<file path="src/rtl/uart_pkg.sv">
// Shared UART definitions: TX sequencer state type and ASCII control constants.
package uart_pkg;

  typedef enum logic {
    IDLE = 1'b0,
    BUSY = 1'b1
  } tx_state_e;

  localparam logic [7:0] ASCII_CR = 8'h0D;
  localparam logic [7:0] ASCII_LF = 8'h0A;

endpackage

</file>
<file path="src/rtl/uart_tx_fifo_mem.sv">
// Byte storage for uart_tx_fifo: simple dual-port RAM, synchronous write, asynchronous read.
module uart_tx_fifo_mem #(
  parameter int unsigned DEPTH_LOG2 = 4
) (
  input  logic                  clk,
  input  logic                  wr_en,
  input  logic [DEPTH_LOG2-1:0] wr_addr,
  input  logic [7:0]            wr_data,
  input  logic [DEPTH_LOG2-1:0] rd_addr,
  output logic [7:0]            rd_data
);

  logic [7:0] mem_q [2**DEPTH_LOG2];

  // Storage array is not reset; occupancy tracking in the parent makes stale data unreachable.
  always_ff @(posedge clk) begin
    if (wr_en) begin
      mem_q[wr_addr] <= wr_data;
    end
  end

  assign rd_data = mem_q[rd_addr];

endmodule

</file>
<file path="src/rtl/uart_tx_fifo.sv">
// Byte FIFO plus transmit sequencer feeding the uart wrapper TX side (tx_wr / tx_flag handshake).
// Optional build macro UART_TX_FIFO_CRLF_EN: send CR ahead of every LF.
module uart_tx_fifo
  import uart_pkg::*;
#(
  parameter int unsigned DEPTH_LOG2 = 4
) (
  input  logic                clk,
  input  logic                reset,
  input  logic [7:0]          wr_data,
  input  logic                wr_en,
  output logic                full,
  output logic                empty,
  output logic [DEPTH_LOG2:0] count,
  output logic                overflow,
  output logic [7:0]          tx_data,
  output logic                tx_wr,
  input  logic                tx_flag
);

  localparam int unsigned        Depth     = 2**DEPTH_LOG2;
  localparam logic [DEPTH_LOG2:0] FullCount = (DEPTH_LOG2 + 1)'(Depth);
  localparam logic [DEPTH_LOG2:0] CountOne  = (DEPTH_LOG2 + 1)'(1);
  localparam logic [DEPTH_LOG2-1:0] PtrOne  = DEPTH_LOG2'(1);

  logic [DEPTH_LOG2-1:0] wr_ptr_q, wr_ptr_d;
  logic [DEPTH_LOG2-1:0] rd_ptr_q, rd_ptr_d;
  logic [DEPTH_LOG2:0]   count_q, count_d;
  logic                  overflow_q, overflow_d;
  tx_state_e             state_q, state_d;
  logic                  tx_wr_q, tx_wr_d;
  logic [7:0]            tx_data_q, tx_data_d;
`ifdef UART_TX_FIFO_CRLF_EN
  logic                  cr_sent_q, cr_sent_d;
`endif

  logic       push;
  logic       pop;
  logic [7:0] head;

  // Flags decode the registered occupancy only, so wr_en never reaches them combinationally.
  assign full  = (count_q == FullCount);
  assign empty = (count_q == '0);

  // A write is accepted only against the registered full flag; a same-cycle pop does not help.
  assign push = wr_en && !full;

  uart_tx_fifo_mem #(
    .DEPTH_LOG2(DEPTH_LOG2)
  ) u_mem (
    .clk    (clk),
    .wr_en  (push),
    .wr_addr(wr_ptr_q),
    .wr_data(wr_data),
    .rd_addr(rd_ptr_q),
    .rd_data(head)
  );

  // Pointer, occupancy and sticky overflow next-state.
  always_comb begin
    wr_ptr_d   = wr_ptr_q;
    rd_ptr_d   = rd_ptr_q;
    count_d    = count_q;
    overflow_d = overflow_q;
    if (push) begin
      wr_ptr_d = wr_ptr_q + PtrOne;
    end
    if (pop) begin
      rd_ptr_d = rd_ptr_q + PtrOne;
    end
    if (push && !pop) begin
      count_d = count_q + CountOne;
    end else if (pop && !push) begin
      count_d = count_q - CountOne;
    end
    if (wr_en && full) begin
      overflow_d = 1'b1;
    end
  end

  // Sequencer: IDLE launches one byte when the wrapper is idle, BUSY waits for it to finish.
  always_comb begin
    state_d   = state_q;
    tx_wr_d   = 1'b0;
    tx_data_d = tx_data_q;
    pop       = 1'b0;
`ifdef UART_TX_FIFO_CRLF_EN
    cr_sent_d = cr_sent_q;
`endif
    unique case (state_q)
      IDLE: begin
        if (!empty && tx_flag) begin
          tx_wr_d = 1'b1;
          state_d = BUSY;
`ifdef UART_TX_FIFO_CRLF_EN
          // LF stays at the head while its CR goes out; the next launch sends and pops it.
          if (head == ASCII_LF && !cr_sent_q) begin
            tx_data_d = ASCII_CR;
            cr_sent_d = 1'b1;
          end else begin
            tx_data_d = head;
            pop       = 1'b1;
            cr_sent_d = 1'b0;
          end
`else
          tx_data_d = head;
          pop       = 1'b1;
`endif
        end
      end
      BUSY: begin
        if (tx_flag) begin
          state_d = IDLE;
        end
      end
    endcase
  end

  // All state, reset synchronously.
  always_ff @(posedge clk) begin
    if (reset) begin
      wr_ptr_q   <= '0;
      rd_ptr_q   <= '0;
      count_q    <= '0;
      overflow_q <= 1'b0;
      state_q    <= IDLE;
      tx_wr_q    <= 1'b0;
      tx_data_q  <= 8'h00;
`ifdef UART_TX_FIFO_CRLF_EN
      cr_sent_q  <= 1'b0;
`endif
    end else begin
      wr_ptr_q   <= wr_ptr_d;
      rd_ptr_q   <= rd_ptr_d;
      count_q    <= count_d;
      overflow_q <= overflow_d;
      state_q    <= state_d;
      tx_wr_q    <= tx_wr_d;
      tx_data_q  <= tx_data_d;
`ifdef UART_TX_FIFO_CRLF_EN
      cr_sent_q  <= cr_sent_d;
`endif
    end
  end

  assign count    = count_q;
  assign overflow = overflow_q;
  assign tx_wr    = tx_wr_q;
  assign tx_data  = tx_data_q;

endmodule

</file>
<file path="config.mk">
export PLATFORM = sky130hd
export DESIGN_NAME = uart_tx_fifo
export DESIGN_NICKNAME = d
export VERILOG_FILES = /design/src/rtl/uart_pkg.sv /design/src/rtl/uart_tx_fifo_mem.sv /design/src/rtl/uart_tx_fifo.sv
export SDC_FILE = /design/constraint.sdc
export NUM_CORES = 1
export LEC_CHECK = 0
export CAP_MARGIN = 40
export CELL_PAD_IN_SITES_DETAIL_PLACEMENT = 0
export CELL_PAD_IN_SITES_GLOBAL_PLACEMENT = 1
export CORE_ASPECT_RATIO = 0.75
export CORE_MARGIN = 3
export CORE_UTILIZATION = 46
export CTS_BUF_LIST = sky130_fd_sc_hd__clkbuf_16
export DETAILED_ROUTE_END_ITERATION = 12
export HOLD_SLACK_MARGIN = 0.03
export PLACE_DENSITY = 0.75
export SETUP_SLACK_MARGIN = 0.1
export SLEW_MARGIN = 5
export SYNTH_ARGS = -nofsm -noshare
export SYNTH_HDL_FRONTEND = slang
export SYNTH_SLANG_ARGS = --single-unit
</file>
<file path="constraint.sdc">
create_clock -name clk -period 2.81 [get_ports clk]
set_input_delay 0.562 -clock clk [delete_from_list [all_inputs] [get_ports clk]]
set_output_delay 0.562 -clock clk [all_outputs]
set_load 0.01 [all_outputs]
</file>
[Word level (Yosys, flattened, before mapping)]
Memory sizes are Yosys's and may differ from the RTL's. A register that Yosys moved wholly into a read port is not among the register bits.
Index checks and enable logic that the tools add are counted.
Word-level totals
  RAM bits: 128
  latch bits: 0
  output and inout bits: 17
  memories kept: 1
  bits in registers: 16
  bits in read-only memories: 0
  word-level logic and storage cells: 33
Memories
  u_mem.mem_q: words 16, bits a word 8, read ports 1, clocked after memory_dff 1, wr ports 1, RTL line uart_tx_fifo_mem.sv:13  | logic [7:0] mem_q [2**DEPTH_LOG2];
Operators by class
  shift-type cells: 0
  add/subtract/negate cells: 4
  equality and inequality tests: 1
  divide/modulo/power cells: 0
  bitwise logic cells: 1
  reductions and logical operators: 12
  mux-type cells: 8
  multipliers: 0
  order comparisons: 0
Operator list (count)
  $mux W5: 2
  $add A4 B1 Y4 const B: 2
  $add A5 B1 Y5 const B: 1
  $eq A5 B5 Y1 const B: 1
  $logic_and A1 B1 Y1: 5
  $logic_not A5 Y1: 1
  $mux W1: 5
  $sub A5 B1 Y5 const B: 1
  $logic_not A1 Y1: 4
  $pmux W1 S2: 1
  $reduce_and A2 Y1: 1
  $reduce_bool A2 Y1: 1
  $not A1 Y1: 1

[Logic depth before layout (Yosys ltp)]
Gate-level depths: netlist of run 1.
  depth in word-level cells: 8
  mapped depth: 10
  mapped depth without buffers: 10

[Modules after synthesis]
Synthesis of run 1 repeated with hierarchy kept, for this count alone.
Unflattened totals
  cells, all modules: 334
  area total of the unflattened synthesis: 6087.1 µm²
By module, submodules not included
  uart_tx_fifo_mem: instances 1, cells an instance 221, area an instance 4987.3 µm²
  uart_tx_fifo: instances 1, cells an instance 113, area an instance 1099.8 µm²

[Worst setup path after synthesis of run 1]
Ideal clock, no wire load.
  path kind: register to register
  start point: register count_q[0], in the netlist count[0]
  end point: register count_q[4], in the netlist count[4]
  setup slack: 58 ps
  arrival: 2632 ps
  library setup time: 121 ps
  path buffers: 0
  stages on the path, launching flop included: 11
  period minus slack after synthesis: 2752 ps
  cells stage by stage: dfxtp_1 nor4_1 a21boi_2 inv_1 ha_1 inv_1 fa_1 a21o_1 a21oi_1 mux2i_1 mux2_2
Between the ends
  cells in the longest elaborated chain, start to end: 8
RTL lines
  start, declared: RTL line uart_tx_fifo.sv:28  | logic [DEPTH_LOG2:0] count_q, count_d;
  start signal, assigned: RTL line uart_tx_fifo.sv:135  | count_q <= count_d;
  $logic_not A5 Y1: RTL line uart_tx_fifo.sv:43  | assign empty = (count_q == '0);
  $logic_not A1 Y1: RTL line uart_tx_fifo.sv:92  | if (!empty && tx_flag) begin
  $logic_and A1 B1 Y1: RTL line uart_tx_fifo.sv:92
  $mux W1: RTL line uart_tx_fifo.sv:92
  $mux W1
  $logic_not A1 Y1: RTL line uart_tx_fifo.sv:71  | if (push && !pop) begin
  $logic_and A1 B1 Y1: RTL line uart_tx_fifo.sv:71
  $mux W5 / $reduce_bool A2 Y1 (equally long branches)
Parallel ways exist; a longest one is shown, timed or not. The select of a mux whose other input is x is not followed.
A chain may end at the register's enable or synchronous reset.

[Worst setup path after layout of run 1]
  start point: input tx_flag
  end point: register count_q[4], in the netlist count[4]
Between the ends
  cells in the longest elaborated chain, start to end: 6
RTL lines
  start, declared: RTL line uart_tx_fifo.sv:18  | input logic tx_flag
  $logic_and A1 B1 Y1 (*): RTL line uart_tx_fifo.sv:92
  $mux W1 (*): RTL line uart_tx_fifo.sv:92
  $mux W1 (*)
  $logic_not A1 Y1: RTL line uart_tx_fifo.sv:71
  $logic_and A1 B1 Y1: RTL line uart_tx_fifo.sv:71
  $mux W5 / $reduce_bool A2 Y1 (equally long branches)
Mark *: on every way between the ends. The rest lies on a longest branch, timed or not.

==> results of run 1 <==
==> placed cells by master, fill, tap and decap left out, types with 6 or more instances in the layout <==
cell type	n
inv_1	7
ha_1	9
xor2_1	6
mux2i_1	47
a211oi_1	6
o22ai_1	22
nor3_1	6
buf_4	38
clkbuf_16	17
edfxtp_1	128
nor2_1	39
nand2_1	6
a21oi_1	6
mux4_2	6
dfxtp_1	23
clkdlybuf4s50_1	26
==> power breakdown <==
group | internal [uW] | leakage (uW) | switching, uW
sequential | 2610 | 0.00135 | 121
clock | 1480 | 0.000309 | 861
combinational | 799 | 0.000825 | 860
total | 4890 | 0.00249 | 1840
==> tightest hold or removal path, delay by kind of cell (launching register included) <==
| family | cells | cell delay, ps |
|---|---|---|
| simple gates | 1 | 80 |
| flops | 1 | 340 |
| compound gates | 1 | 50 |
==> registers in the layout (all words and copies together), names as in the netlist <==
register and cells:
u_mem.mem_q 128, tx_data 8, count 5, rd_ptr_q 4, wr_ptr_q 4, overflow 1
state_q 1, tx_wr 1
==> final cells by class <==
class / count / share of cell area
clock inverter: 15 / 0.0251
tap: 166 / 0.0280
multi-input combinational: 198 / 0.223
timing repair buffer: 68 / 0.0813
clock buffer: 17 / 0.0573
inverter: 5 / 0.00253
sequential: 152 / 0.583
==> per-layer routing <==
layer  up-vias  routed length (um)  GRT usage
met4         0                  74     0.0552
met2       119                6130      0.279
li1       1601                   -          -
met1      1732                6150      0.273
met5         -                   0          0
met3         6                 910     0.0503
==> timing repair <==
action,CTS,global route
gates resized for setup,3,3
pin swaps,0,0
endpoints found under the setup margin,2,1
endpoints found under the hold margin,0,0
hold buffers,0,0
==> Yosys cell counts (8+ instances only) <==
library cell and number:
buf_2 8, clkbuf_1 8, mux2i_1 47, ha_1 9, dfxtp_1 24, o22ai_1 22
nor2_1 39, edfxtp_1 128
==> how the worst max path moves through the flow <==
| stage | startpoint | to |
|---|---|---|
| final | tx_flag | count[4] |
| after global routing | tx_flag | count[4] |
| after CTS | tx_flag | count[4] |
| after detailed placement | tx_flag | count[4] |
| after global placement | tx_flag | count[4] |
| after floorplan | count[0] | count[4] |
==> cell families (layout without fill, tap and decap cells) <==
logic type      after synthesis  in the layout  synth area share
flops                       152            152             0.711
simple gates                 70             70            0.0539
mux                          58             58             0.119
compound gates               51             51            0.0601
buf+inv                      26            105            0.0216
fa+ha+maj                    10             10            0.0218
xor+xnor                      9              9            0.0130
==> metrics by stage <==
step | std cells | area (um2) | setup TNS, ps
after detailed placement | 589 | 6810 | -393
final | 621 | 7420 | 0
after CTS | 621 | 7420 | 0
after global routing | 621 | 7420 | 0
after global placement | 589 | 6810 | -187
after floorplan | 376 | 6100 | 0
==> flow_summary.ini, run 1 <==
[worst_setup_path]
max_stage_delay_ps = 410
r2r-end = count[4]
critPathRequiredTime_ps = 3110
worstPathArrival_ps = 2910
ff2ff_setup_slack_ps = 240
critical_path_depth = 11
cpMostUsedCell = inv_2
path_max_fanout = 3
cp.buffers_inverters = 3
reg2regPathDepth = 10
path_delay_family = adder cells
cp-start-kind = input port
cp_slowest_cell = clkdlybuf4s50_1
timing.rr.start = count[0]
endpoint_kind = flop
crit_type = in -> reg
crit_chain = clkdlybuf4s50_1, nor2b_2, a21boi_4, inv_2, ha_1, inv_2, fa_1, a21o_1, a21oi_1, mux2i_1, mux2_2

[final_layout]
drive_gt1_frac = 0.187
fillers = 969
fin_util = 0.588
nets = 464
area_growth_syn_to_layout_pct = 22.0
regArea_um2 = 4330
multi_input_area_um2 = 1660
num_antenna_cells = 0

[power]
p_leak_uw = 0.00249
power_density_nw_per_um2 = 907
vdd_drop_max_v = 0.000526
total_power_uw = 6730

[logic_synthesis]
yosys-top-cells-area = edfxtp_1 63%, dfxtp_1 7.9%, mux2i_1 7.7%
yosysWarnings = 0
ys_async_sr_fraction = 0
synth_edf_count = 128
synthCells = 376
yosys.cell_types.count = 42
syn_area_per_cell_um2 = 16.2
netlist_area_um2 = 6080
ys_seq_area_frac = 0.711
synth_top_area_share = 0.632
ys_seq_elements = 152
ys.flop_type = edfxtp_1
syn_nets = 398
synth_top_cell_by_area = edfxtp_1

[clock_tree]
post_cts.repair.setup_buffers = 0
cts_tree = done
clockBufferDepth = 2
cts_made_buffers = 17
root_buffer = clkbuf_16
clock_sinks = 152
htree_levels = 4
insertion_delay_ps = 410
clk_pin_slew_ps = 60

[timing]
rsz0062_at_grt = false
hold_viol = 0
max_slew.worst_pin.slew_ps = 891
finalCritPeriodShare = 0.929
setup_viol_count_final = 0
holdWs_ps = 493
slew_viol_final = 0
fin_ws_ps = 200
skew_ps = 7.80
relSlewSlack = 0.405
fmax_ghz = 0.383
min_period_ps = 2610

[placement]
portBuffers = 28
routabilityCongestion = 0.829
pre_cts_ws_ps = -281
dpl.hpwl_um = 8850

[detailed_routing]
ant_nets = 0
drt_iter0_drc = 299
vias = 3458
wire_per_inst_um = 21.4
postRouteWirelength_um = 13300
drc = 0
vias_per_cell = 5.57
firstDrtPassIters = 5

[job]
cap_violations = 0

[global_routing]
track_usage = 0.188
grt_overflow = 0
grt_antenna_before_repair = 0
grt_pass1_vias = 3406
grt_max_degree = 23
grt_pass1_wl_um = 20200

[min_path]
min-delay-start = overflow
min_to = overflow
holdPathStages = 2
hold_class = reg -> reg

[die]
die_h_um = 106
core_area_um2 = 12600
io_pins = 29
rows = 35
dieArea_um2 = 14700
start_util = 0.482
chipWidth_um = 139

[status]
status = finished clean
Power figures use the tool's default switching activity.
==> run 2, diff against run 1 <==
--- a/config.mk
+++ b/config.mk
@@ -10,7 +10,7 @@
 export CELL_PAD_IN_SITES_GLOBAL_PLACEMENT = 1
 export CORE_ASPECT_RATIO = 0.75
 export CORE_MARGIN = 3
-export CORE_UTILIZATION = 46
+export CORE_UTILIZATION = 47
 export CTS_BUF_LIST = sky130_fd_sc_hd__clkbuf_16
 export DETAILED_ROUTE_END_ITERATION = 12
 export HOLD_SLACK_MARGIN = 0.03
@@ -19,4 +19,5 @@
 export SLEW_MARGIN = 5
 export SYNTH_ARGS = -nofsm -noshare
 export SYNTH_HDL_FRONTEND = slang
+export SYNTH_HIERARCHICAL = 1
 export SYNTH_SLANG_ARGS = --single-unit
==> run 2 against run 1 <==
Net effect:
- fmax rose by 0.21%
- final cell count fell by 6.8%
- critical path depth fell by 2
- sequential power rose by 1%
- critical endpoint is now count[3]
- largest cell class unchanged
- largest power group unchanged
- highest routed layer unchanged
==> flow_summary.ini, run 2 <==
[worst_setup_path]
timing.rr.start = count[1]
critPathRequiredTime_ps = 3110
crit_chain = or4_4, o21ai_4, ha_2, inv_2, ha_1, a21o_2, a21oi_2, nor4_1, or3_1
r2r-end = count[3]
path_max_fanout = 6
reg2regPathDepth = 9
cp_slowest_cell = or4_4
crit_type = reg -> reg
endpoint_kind = flop
max_stage_delay_ps = 580
ff2ff_setup_slack_ps = 210
cp-start-kind = flop
worstPathArrival_ps = 2900

[final_layout]
area_growth_syn_to_layout_pct = 19.8
regMostFlops = u_mem/mem_q
layout.cells.non_filler = 579
final_common_cell = edfxtp_1
final_cell_mix = 128 x edfxtp_1, 39 x nor2_1, 35 x buf_4
num_antenna_cells = 0
largest_reg_flops = 128
fillers = 936
drive_gt1_frac = 0.235
nets = 419

[placement]
pre_cts_ws_ps = -52.9
dpl.hpwl_um = 8140
portBuffers = 28
routabilityCongestion = 0.753
dp_cells = 546

[clock_tree]
cts_made_buffers = 17
insertion_delay_ps = 420
cts_tree = done
cts_resized = 0
root_buffer = clkbuf_16
htree_levels = 4
clk_pin_slew_ps = 60
clockBufferDepth = 2
ctsHoldBuffers = 0
clock_sinks = 152

[logic_synthesis]
syn_area_per_cell_um2 = 18.2
yosys.cell_types.count = 40
synthCells = 334
synth_compound_area_frac = 0.0360
synth_top_area_share = 0.631
yosys-top-cells-count = 128 x edfxtp_1, 39 x nor2_1, 24 x dfxtp_1, 18 x mux4_2, 16 x a22oi_1
syn_nets = 353
yosys-top-cells-area = edfxtp_1 63%, dfxtp_1 7.9%, mux4_2 6.7%
synth_fa_ha_area_frac = 0.0156
synth_xor_area_frac = 0.0115
ys_seq_elements = 152
synth_edf_count = 128
netlist_area_um2 = 6090
ys_seq_area_frac = 0.710
ys_async_sr_fraction = 0
yosysMostFrequentCell = edfxtp_1
yosys-mux-area-fraction = 0.147
synth-simple-area-share = 0.0569
ys.flop_type = edfxtp_1
synth_top_cell_by_area = edfxtp_1
yosysWarnings = 6
synth_top_family_by_area = multiplexers

[detailed_routing]
vias_per_cell = 5.61
wire_per_inst_um = 22.1
ant_nets = 0
wl_met1_um = 5620
drt_iter0_drc = 312
vias = 3251
firstDrtPassIters = 5
drc = 0
wl_met2_um = 6030
postRouteWirelength_um = 12800
wl_met3_um = 929
topRoutingLayerUsed = met4

[die]
start_util = 0.488
rows = 35
core_area_um2 = 12500
dieArea_um2 = 14400
chipWidth_um = 137
io_pins = 29
die_h_um = 105

[timing]
slew_viol_final = 0
relSlewSlack = 0.481
hold_viol = 0
max_slew.worst_pin.slew_ps = 777
fin_ws_ps = 206
min_period_ps = 2600
rsz0062_at_grt = false
finalCritPeriodShare = 0.927
skew_ps = 13.2
setup_viol_count_final = 0
holdWs_ps = 476
fmax_ghz = 0.384
final.setup.tns_ps = 0

[power]
total_power_uw = 6460
power_density_nw_per_um2 = 885
p_leak_uw = 0.00252
vdd_drop_max_v = 0.000462

[global_routing]
grt_pass1_vias = 3344
grt_max_degree = 27
grt_overflow = 0
track_usage = 0.190
grt_antenna_before_repair = 0
grt_pass1_wl_um = 19500

[min_path]
holdPathStages = 2
hold_class = reg -> reg
min_to = overflow
min-delay-start = overflow

[status]
status = finished clean

[job]
cap_violations = 0
[run 2: cell types whose count changed after synthesis, moves of 4 or more]
cell	before	now
mux2i_1	47	11
o22ai_1	22	0
a22oi_1	0	16
mux4_2	6	18
mux4_1	4	14
a2111oi_1	5	0
buf_2	8	3
clkbuf_1	8	4
nand2_1	6	10
[run 2: stage by stage]
stage	instance area [um2]	util
finish	7290	0.584
detailed placement	6730	0.539
floorplan	6110	-
global placement	6730	0.539
CTS	7280	0.584
global route	7290	0.584
[run 2: kinds of logic after synthesis]
group	Yosys count
flip-flops	152
AND/OR/NAND/NOR	74
multiplexers	44
AO/OA/AOI/OAI	30
buffers and inverters	19
XOR/XNOR	8
adder cells (fa/ha/maj)	7
[run 2: how the worst max path moves through the flow]
stage	cells after the start	endpoint	slack, ps	start
3_5_place_dp	10	count[3]	-50	tx_flag
6_report	9	count[3]	210	count[1]
4_1_cts	9	count[3]	180	count[3]
5_1_grt	9	count[3]	110	count[1]
3_3_place_gp	10	count[3]	4	tx_flag
2_1_floorplan	10	count[3]	110	count[3]
[run 2: final cells by class]
| class | instances | area [um2] | share of cell area |
|---|---|---|---|
| timing repair buffer | 63 | 543 | 0.0745 |
| clock buffer | 19 | 475 | 0.0652 |
| inverter | 3 | 11.3 | 0.00154 |
| multi-input combinational | 163 | 1650 | 0.226 |
| sequential | 152 | 4330 | 0.594 |
| tap | 166 | 208 | 0.0285 |
| clock inverter | 13 | 76.3 | 0.0105 |
[run 2: repair_timing]
item                                    CTS  global route
endpoints found under the hold margin     0             0
setup buffers                             0             1
endpoints found under the setup margin    0             1
[run 2: critical path: cells and delay by family (launching register included)]
| kind | cells | cell delay [ps] |
|---|---|---|
| DFF | 1 | 360 |
| buffers and inverters | 1 | 70 |
| and+or+nand+nor | 3 | 1010 |
| AOI/OAI and AO/OA | 3 | 540 |
| adders and majority gates | 2 | 490 |
[run 2: metal layers]
layer / global-route usage / vias to the layer above
met3: 0.0486 / 15
li1: - / 1472
met5: 0 / -
met1: 0.281 / 1675
met2: 0.277 / 89
met4: 0.0634 / 0
[run 2: where the power goes]
part | internal (uW) | total (uW) | switching (uW) | leakage (uW)
clock | 1220 | 2090 | 863 | 0.000290
sequential | 2600 | 2770 | 171 | 0.00135
combinational | 868 | 1600 | 730 | 0.000878
total | 4690 | 6460 | 1760 | 0.00252
==> run 3, diff against run 2 <==
--- a/config.mk
+++ b/config.mk
@@ -13,6 +13,7 @@
 export CORE_UTILIZATION = 47
 export CTS_BUF_LIST = sky130_fd_sc_hd__clkbuf_16
 export DETAILED_ROUTE_END_ITERATION = 12
+export GPL_TIMING_DRIVEN = 1
 export HOLD_SLACK_MARGIN = 0.03
 export PLACE_DENSITY = 0.75
 export SETUP_SLACK_MARGIN = 0.1
==> results of run 3 <==
The final DEF is identical to that of run 2; final timing and power are the same.
==> RTL change, RTL diff (flow settings as in run 1) <==
`DEPTH_LOG2` is set to 4 in 2 places; all go to 5.
--- a/src/rtl/uart_tx_fifo_mem.sv
+++ b/src/rtl/uart_tx_fifo_mem.sv
@@ -2,3 +2,3 @@
 module uart_tx_fifo_mem #(
-  parameter int unsigned DEPTH_LOG2 = 4
+  parameter int unsigned DEPTH_LOG2 = 5
 ) (
--- a/src/rtl/uart_tx_fifo.sv
+++ b/src/rtl/uart_tx_fifo.sv
@@ -5,3 +5,3 @@
 #(
-  parameter int unsigned DEPTH_LOG2 = 4
+  parameter int unsigned DEPTH_LOG2 = 5
 ) (
Ports: changed (resized count); port bits go from 29 to 30. No check against the original RTL was run, so the function may have changed too.
==> RTL change against run 1 <==
First-iteration DRC count rose by 100%; synthesized cell count rose by 61%; sequential cell count rose by 131; clock skew barely moved; critical path type is now flip-flop to flip-flop; power rose by 63%; area after synthesis rose by 84%; cell area rose by 78%; via count rose by 71%; worst setup slack got worse by 160 ps; wire length rose by 79%.
==> RTL change: results (changes against run 1) <==
| Metric | Value |
|---|---|
| R2R setup slack | 40 ps (-200 ps) |
| Number of gates resized after cts | 4 (+1) |
| Synth Area in Compound Gates | 0.0547 (-0.00533) |
| Global-route wire length before repair | 36,300 um (+80%) |
| Largest cells by area after synthesis | sky130_fd_sc_hd__edfxtp_1 69%, sky130_fd_sc_hd__mux4_2 9.0%, sky130_fd_sc_hd__dfxtp_1 4.8%, sky130_fd_sc_hd__mux2i_1 2.8%, sky130_fd_sc_hd__nor2_1 1.7% |
| Layout clock area frac | 0.0667 (-0.0157) |
| Synth Area in Adders | 0.0141 (-0.00773) |
| Via density per instance | 5.65 (+1.5%) |
| RR Startpoint | count[4] |
| Data arrival time of the critical path | 3230 ps (+320 ps) |
| Library cells used by synthesis | 47 (+12%) |
| Number of flops mapped to enable cells by yosys | 256 (+100%) |
| Met3 usage | 0.0371 (-0.0132) |
| Worst-Skew Late Latency | 530 ps (+120 ps) |
| Logic inverters | 10 (+5) |
| Cell depth of the worst flop-to-flop path | 9 (-1) |
| Final Wtd Congestion | 0.789 (-4.8%) |
| Filler cell count | 1,788 (+85%) |
| Combined global-route utilization of all metal layers | 0.183 (-0.00443) |
| Power drawn by the sequential cells | 4.92 mW (+80%) |
| Hold wc startpoint | tx_data[7] |
| DR iter-0 viols | 610 (+100%) |
| Min-Delay Path Depth | 1 (-1) |
| Number of sinks handled by clock tree synthesis | 283 (+86%) |
| Detailed-route wire length on metal 1 | 11,100 um (+80%) |
| Number of nets at the end of the flow | 722 (+56%) |
| Multi-input combinational cell area | 2810 um^2 (+70%) |
| Met1 Use GR | 0.280 (+0.00628) |
| Final-layout worst hold slack | 480 ps (-13.2 ps) |
| CTS H-Tree Depth | 1 (-3) |
| Clock skew | 7.74 ps (-0.0514 ps) |
| Sequential cell area in the final layout | 8240 um^2 (+91%) |
| Mux contribution to synthesized area | 0.128 (+0.00888) |
| Power Internal | 8.06 mW (+65%) |
| Clock buffer cells | 29 (+12) |
| Result of the run | finished, final reports clean |
| Maximum number of pins on one net before global-route repair | 33 (+43%) |
| Non-clock buffer total of the final layout | 93 (+37%) |
| Share of post-route cells with drive strength above 1 | 0.238 (+0.0507) |
| Measured slew at the worst slew-check pin | 880 ps (-10.9 ps) |
| Kind of critical path | flip-flop to flip-flop |
| Bufs on Longest Clock Path | 3 (+1) |
| Setup Fix Bufs, Post-CTS | 2 (+2) |
| Number of buffers inserted during clock tree synthesis | 28 (+11) |
| Seq area share | 0.625 (+0.0420) |
| Number of combinational gates with multiple inputs | 282 (+42%) |
| Cell area after placement | 12,200 um^2 (+80%) |
| Detail Placement HPWL | 15,200 um (+71%) |
| Via count of the first global-routing pass | 5,997 (+76%) |
| Seq/Total Area, Yosys | 0.735 (+0.0237) |
RTL change: changes by cell type in the layout (fill, tap and decap cells not counted), moves of 12 or more:
cell | before | now
sky130_fd_sc_hd__edfxtp_1 | 128 | 256
sky130_fd_sc_hd__mux4_2 | 6 | 45
sky130_fd_sc_hd__buf_4 | 38 | 61
sky130_fd_sc_hd__mux2i_1 | 47 | 31
sky130_fd_sc_hd__a21oi_1 | 6 | 21
sky130_fd_sc_hd__o22ai_1 | 22 | 7
sky130_fd_sc_hd__nor2_1 | 39 | 52
sky130_fd_sc_hd__a22o_1 | 2 | 14
sky130_fd_sc_hd__clkbuf_16 | 17 | 29
RTL change: per-stage QoR:
step	total power [mW]	setup slack (ps)	std cells
floorplan	6.62	89.6	606
global route	11.4	-54.6	1045
detailed placement	7.44	-57.0	987
global placement	7.38	29.7	987
CTS	11.0	34.0	1041
finish	11.0	37.0	1045
